### config.mk
export PLATFORM = sky130hd
export DESIGN_NAME = formula_argmin
export DESIGN_NICKNAME = d
export VERILOG_FILES = /design/src/rtl/formula_pkg.sv /design/src/rtl/formula_cost.sv /design/src/rtl/formula_argmin.sv
export SDC_FILE = /design/constraint.sdc
export NUM_CORES = 1
export LEC_CHECK = 0
export ABC_AREA = 0
export CAP_MARGIN = 5
export CORE_UTILIZATION = 50
export CTS_CLUSTER_DIAMETER = 150
export DETAILED_ROUTE_END_ITERATION = 8
export PLACE_DENSITY = 0.88
export SLEW_MARGIN = 20
export SYNTH_ARGS = -nofsm -noshare
export SYNTH_HDL_FRONTEND = slang
export SYNTH_SLANG_ARGS = --single-unit
### constraint.sdc
create_clock -name sig -period 11.75 [get_ports sig]
set_input_delay 1.175 -clock sig [delete_from_list [all_inputs] [get_ports sig]]
set_output_delay 1.175 -clock sig [all_outputs]
set_load 0.02 [all_outputs]
### src/rtl/formula_pkg.sv
// Shared constants for the formula argmin search: default sizes, cost-width
// offset and FSM state encoding.
package formula_pkg;

  localparam int unsigned W_DEF     = 14;
  localparam int unsigned NCAND_DEF = 64;
  localparam int unsigned CW_OFS    = 4;

  localparam logic [1:0] ST_ACC   = 2'd0;
  localparam logic [1:0] ST_DRAIN = 2'd1;
  localparam logic [1:0] ST_HOLD  = 2'd2;

endpackage

### src/rtl/formula_cost.sv
// Stage S1: combinational per-beat cost with optional clamp, registered on
// acceptance.
module formula_cost
  import formula_pkg::*;
#(
  parameter int unsigned W     = W_DEF,
  parameter bit          CLAMP = 1'b1
) (
  input  logic                sig,
  input  logic                rst,
  input  logic                load,
  input  logic [W-1:0]        f2sum,
  input  logic [W-1:0]        g2sum,
  input  logic [W-1:0]        wf,
  input  logic [W-1:0]        wg,
  input  logic [W-1:0]        wfg,
  input  logic [W-1:0]        fg,
  output logic                s1_valid,
  output logic [W+CW_OFS-1:0] s1_cost
);

  localparam int unsigned CW = W + CW_OFS;

  logic [CW-1:0] sum_c;
  logic [CW-1:0] cost_c;

  // Four guard bits keep the signed result exact for all operand values.
  always_comb begin
    sum_c  = CW'(f2sum) + CW'(g2sum) + (CW'(wfg) << 1)
           - CW'(wf) - CW'(wg) - (CW'(fg) << 1);
    cost_c = (CLAMP && sum_c[CW-1]) ? '0 : sum_c;
  end

  always_ff @(posedge sig) begin
    if (rst) begin
      s1_valid <= 1'b0;
      s1_cost  <= '0;
    end else begin
      s1_valid <= load;
      if (load) s1_cost <= cost_c;
    end
  end

endmodule

### src/rtl/formula_argmin.sv
// Streams NCAND candidate beats per window and reports the index and value of
// the minimum cost, holding the result until the consumer takes it.
module formula_argmin
  import formula_pkg::*;
#(
  parameter int unsigned W     = W_DEF,
  parameter int unsigned NCAND = NCAND_DEF,
  parameter bit          CLAMP = 1'b1
) (
  input  logic                     sig,
  input  logic                     rst,
  input  logic                     in_valid,
  output logic                     in_ready,
  input  logic [W-1:0]             f2sum,
  input  logic [W-1:0]             g2sum,
  input  logic [W-1:0]             wf,
  input  logic [W-1:0]             wg,
  input  logic [W-1:0]             wfg,
  input  logic [W-1:0]             fg,
  output logic                     out_valid,
  input  logic                     out_ready,
  output logic [$clog2(NCAND)-1:0] out_idx,
  output logic [W+CW_OFS-1:0]      out_cost
);

  localparam int unsigned CW = W + CW_OFS;
  localparam int unsigned IW = $clog2(NCAND);
  localparam logic [IW-1:0] LAST = IW'(NCAND - 1);

  logic [1:0]    state;
  logic [1:0]    nxt_state;
  logic [IW-1:0] cnt;
  logic          accept;
  logic          last_beat;
  logic          s1_valid;
  logic [CW-1:0] s1_cost;
  logic [IW-1:0] s1_idx;
  logic          s1_last;
  logic          s2_last;
  logic [CW-1:0] min_cost;
  logic [IW-1:0] min_idx;

  // Gated by rst so the block never advertises readiness during reset.
  assign in_ready  = (state == ST_ACC) && !rst;
  assign accept    = in_valid && in_ready;
  assign last_beat = accept && (cnt == LAST);

  formula_cost #(
    .W     (W),
    .CLAMP (CLAMP)
  ) u_cost (
    .sig      (sig),
    .rst      (rst),
    .load     (accept),
    .f2sum    (f2sum),
    .g2sum    (g2sum),
    .wf       (wf),
    .wg       (wg),
    .wfg      (wfg),
    .fg       (fg),
    .s1_valid (s1_valid),
    .s1_cost  (s1_cost)
  );

  always_ff @(posedge sig) begin
    if (rst) state <= ST_ACC;
    else     state <= nxt_state;
  end

  always_comb begin
    nxt_state = state;
    case (state)
      ST_ACC:   if (last_beat) nxt_state = ST_DRAIN;
      ST_DRAIN: if (s2_last)   nxt_state = ST_HOLD;
      ST_HOLD:  if (out_ready) nxt_state = ST_ACC;
      default:  nxt_state = ST_ACC;
    endcase
  end

  // Counter saturates at the last index; only the hand-off clears it.
  always_ff @(posedge sig) begin
    if (rst) begin
      cnt     <= '0;
      s1_idx  <= '0;
      s1_last <= 1'b0;
    end else begin
      if (state == ST_HOLD && out_ready) cnt <= '0;
      else if (accept && cnt != LAST)    cnt <= cnt + IW'(1);
      if (accept) begin
        s1_idx  <= cnt;
        s1_last <= (cnt == LAST);
      end
    end
  end

  // Stage S2: strict signed compare keeps the lowest index on ties.
  always_ff @(posedge sig) begin
    if (rst) begin
      min_cost <= '0;
      min_idx  <= '0;
      s2_last  <= 1'b0;
    end else begin
      s2_last <= s1_valid && s1_last;
      if (s1_valid && (s1_idx == '0 || $signed(s1_cost) < $signed(min_cost))) begin
        min_cost <= s1_cost;
        min_idx  <= s1_idx;
      end
    end
  end

  always_ff @(posedge sig) begin
    if (rst) begin
      out_valid <= 1'b0;
      out_idx   <= '0;
      out_cost  <= '0;
    end else begin
      out_valid <= (nxt_state == ST_HOLD);
      if (state == ST_DRAIN && s2_last) begin
        out_idx  <= min_idx;
        out_cost <= min_cost;
      end
    end
  end

endmodule

# Word level (Yosys, flattened, before mapping)
# Index checks and enable logic that the tools add are counted.
# Widths: inputs -> output; s select.
# word_totals
reg_bits,84
elab_cells,42
# op_classes
addsub,6
n_lt_le_gt_ge,1
n_eq_ne,5
mux,5
n_reduce_logical,13
# ops
operator,n
$sub 18x14->18,2
$add 18x15->18,1
$lt 18x18->1,1
$sub 18x15->18,1
$mux 17,1
$add 14x14->15,1
$logic_and 1x1->1,8
$add 6x1->6 const B,1
$eq 6x6->1 const B,1
$logic_not 6->1,1
$mux 2,3
$ne 6x6->1 const B,1
$pmux 2 s3,1
$eq 2x2->1 const B,2
$eq 2x1->1 const B,1
$logic_not 2->1,1
$reduce_or 2->1,1
$logic_not 1->1,1
$logic_or 1x1->1,1

# Longest topological paths before layout
# logic_depth
word_depth,7
depth_mapped,20
mapped_depth_nobuf,18

# Modules after synthesis
# Synthesis repeated with hierarchy kept, for this count alone.
# hier_totals
cells_unflattened,734
hier_area_um2,6311.1
# modules_own_cells
mod,instances,cells_each,area_per_inst_um2
formula_cost,1,384,3266.9
formula_argmin,1,350,3044.2

# Worst setup path after synthesis
# OpenSTA, ideal clock, no wires.
# synth_path
path_type,input to register
from,in f2sum[0]
to,reg u_cost.s1_cost[0]
arrival_ns,5.106
required_ns,11.622
setup_slack_ns,6.517
stages,19
n_path_buf,1
path_cell_list,ha_1 -> fa_1 -> a21o_1 -> a21o_1 -> a211oi_1 -> o21ai_1 -> a31o_1 -> a21oi_1 -> fa_1 -> fa_1 -> inv_1 -> ha_1 -> a21o_1 -> a21o_1 -> nand2_1 -> o211ai_2 -> buf_6 -> a22oi_1 -> nor2_1
# synth_between
elab_chain_cells,6
# synth_lines
element,line,rtl
from (decl),formula_argmin.sv:14,"input logic [W-1:0] f2sum,"
$add 14x14->15,formula_cost.sv:29,sum_c = CW'(f2sum) + CW'(g2sum) + (CW'(wfg) << 1)
$add 18x15->18,formula_cost.sv:29,
$sub 18x14->18 (2 in series),formula_cost.sv:30,- CW'(wf) - CW'(wg) - (CW'(fg) << 1);
$sub 18x15->18,formula_cost.sv:30,
$mux 17,formula_cost.sv:31,cost_c = (CLAMP && sum_c[CW-1]) ? '0 : sum_c;
to (signal assigned),formula_cost.sv:40,if (load) s1_cost <= cost_c;
to (decl),formula_cost.sv:19,output logic [W+CW_OFS-1:0] s1_cost
# Every way passes these cells.
# A chain may end at the register's enable or synchronous reset.

# Worst setup path in the final report
# layout_path
from,in f2sum[0]
to,reg u_cost.s1_cost[10]
# Same word-level chain as after synthesis.

==> results.cfg <==
[sta]
drv_slew = 0
tightest_slew_ps = 1067
post-route-period-util_pct = 51.44
holdWs_ps = 451.7
setup_viol = 0
period_minus_slack_ps = 6044
skew_ps = 6.763
hold_viol = 0
final.setup.worst_slack_ps = 5706
rsz0062_at_grt = no
timing.fmax_mhz = 165.4
max_slew_margin_pct = 28.85
tns_ps = 0

[routing]
drt-initial-drc-count = 189
drc = 4
routed-via-count = 4940
final_antenna_net_count = 0
viasPerCell = 5.130
finalWirelength_microns = 11860
firstDrtPassIters = 7
avgRoutedWirePerCell_microns = 12.31

[clock_tree]
post_cts_resized = 0
cts_setup_buffers = 0
numCtsBuffers = 9
clock-root-buffer = clkbuf_16
clkTransAtPathRegs_ps = 60
cts_tree = built
cts_buffer_depth = 2
h-tree-depth = 3
numClockSinks = 81
holdBufCountCts = 0
clock_latency_ps = 330

[final_layout]
areaGrowthSynthToFinish_pct = 24.89
final_cell_mix = inv_1 (125), clkdlybuf4s50_1 (111), nand2_1 (83), dfxtp_1 (81)
instances_no_fill = 963
final_common_cell = inv_1
nets = 995
n_antenna_cell = 0
drive_gt1_share_pct = 3.049

[placement]
globalplace.congestion = 0.8773
io_buffers = 112
place_hpwl_microns = 9239
post-place-ws_ps = 5387
dp_cells = 948

[worst_hold_path]
hold_path.class = flip-flop to flip-flop

[global_route]
grt_pass1_vias = 4810
track_usage_pct = 20.22
antenna_found_initial = 0
overflow = 0
grt_max_degree = 90
grt_pass1_wl_microns = 20930

[floorplan]
design.portCount = 114
dieArea_sq_mm = 0.01254
design.core.area_sq_mm = 0.01161
fp.dieW_microns = 112.0
start_util_pct = 52.07
die_y_microns = 112.0
num_rows = 39

[logic_synthesis]
syn_nets = 896
synth.distinct_cells = 58
netlist_area_sq_mm = 0.006047
synth_ff_type = dfxtp_1
postSynthAreaPerCell_sq_um = 8.434
synth_edf_count = 0
synth_warnings = 0
synthArstFlopShare_pct = 0
syn_inst = 717
seq_area_frac_synth_pct = 26.82
synth_seq_cells = 81

[setup_path]
worst_setup_path_end_kind = flip-flop
startpoint_type = input port
crit_required_ps = 12010
path_cells = clkdlybuf4s50_1, ha_1, fa_1, a21o_1, a21o_1, a211oi_1, o21ai_1, a21oi_1, xor2_1, fa_1, fa_1, inv_1, ha_1, nand4_1, nor2_1, nand3_1, o211ai_2, o41ai_1, a21oi_1
critPathKind = input port to flip-flop
cp.arrival_ps = 6300
slowest_delay_ps = 520
crit_top_cell = fa_1
path_buf_inv = 2
cp_max_fo = 15
cpLargestDelayFamily = adder cells
critPathSlowestCell = o211ai_2

[pwr]
p_leak_uw = 0.003272
vdd_drop_max_mv = 0.09734
p_per_area_mw_per_mm2 = 180.5

[run_status]
violations = design-rule violations
status = finished with violations

[run]
max_cap_violations = 0
stage by stage:
stage                     cell area, sq um  utilization [%]  total power [uW]
after CTS                             7552            65.03              1365
final                                 7552            65.03              1363
after floorplan                       6047                -             902.4
after global routing                  7552            65.03              1485
after global placement                7209            62.08              1028
after detailed placement              7209            62.08              1046
worst reg2reg max path: cells and delay by family (launching register included):
family,cells,cell delay (ps)
buffers and inverters,1,60
adder cells (fa/ha/maj),1,280
flip-flops,1,370
multiplexers,1,310
AO/OA/AOI/OAI,3,1460
AND/OR/NAND/NOR,1,170
logic make-up after synthesis:
logic type               share of synthesized area [%]
multiplexers                                     3.476
XOR/XNOR                                         3.911
AO/OA/AOI/OAI                                    14.71
flip-flops                                       26.82
adder cells (fa/ha/maj)                          24.04
other                                          0.06201
buffers and inverters                            10.26
AND/OR/NAND/NOR                                  16.72
metal layers:
metal | global-route usage (%) | share of wire, % | up-vias | wire [microns]
li1 | - | - | 2533 | -
met1 | 26.23 | 47 | 2277 | 5520
met2 | 34.62 | 48 | 116 | 5703
met3 | 3.212 | 4.1 | 14 | 481
met4 | 6.222 | 1.3 | 0 | 150
met5 | 0 | 0 | - | 0
flip-flops by register name, indices dropped and copies added (netlist names):
register	cells
min_cost	17
u_cost.s1_cost	17
cnt	6
out_valid	1
s2_last	1
u_cost.s1_valid	1
min_idx	6
s1_idx	6
state	2
out_cost	17
s1_last	1
out_idx	6
Yosys cell counts (4+ instances only):
library cell  count  area share, %
inv_1           125            7.8
nand2_1          83            5.2
dfxtp_1          81             27
a21oi_1          49            4.1
ha_1             49             10
fa_1             42             14
nand2b_1         42            4.3
nor2_1           38            2.4
mux2i_1          21            3.5
clkbuf_1         18            1.1
xor2_1           14            2.0
a21o_1           13            1.6
xnor2_1          13            1.9
nand3b_1         11            1.4
o21ai_1          11           0.91
a211oi_1         10            1.2
a22oi_1           9            1.1
o21ai_0           9           0.74
nand4_1           8           0.83
nand3_1           7           0.58
o2bb2ai_1         7            1.0
and3_1            4           0.41
o21bai_1          4           0.50
worst paths after layout:
| kind | cells after the start | to | start | slack, ps |
|---|---|---|---|---|
| hold / removal | 2 | out_idx[5] | out_idx[5] | 450 |
| setup reg to reg | 7 | min_cost[3] | min_cost[13] | 9010 |
| hold reg to reg | 2 | out_idx[5] | out_idx[5] | 450 |
| setup / recovery | 19 | u_cost.s1_cost[10] | f2sum[0] | 5710 |
where the power goes:
group	switching [uW]	leakage (uW)	internal, uW
Combinational	397	0.00245	334
Clock	104	0.000169	212
Sequential	20.1	0.000654	296
Total	521	0.00327	842
area by class of cell:
class	count	area [sq um]
inverter	126	473.0
sequential	81	1622
timing repair buffer	114	1131
clock buffer	10	239.0
fill	952	4061
tap	143	178.9
multi-input combinational	484	3805
clock inverter	5	103.9
Note: power is estimated with default switching activity, not from simulation.
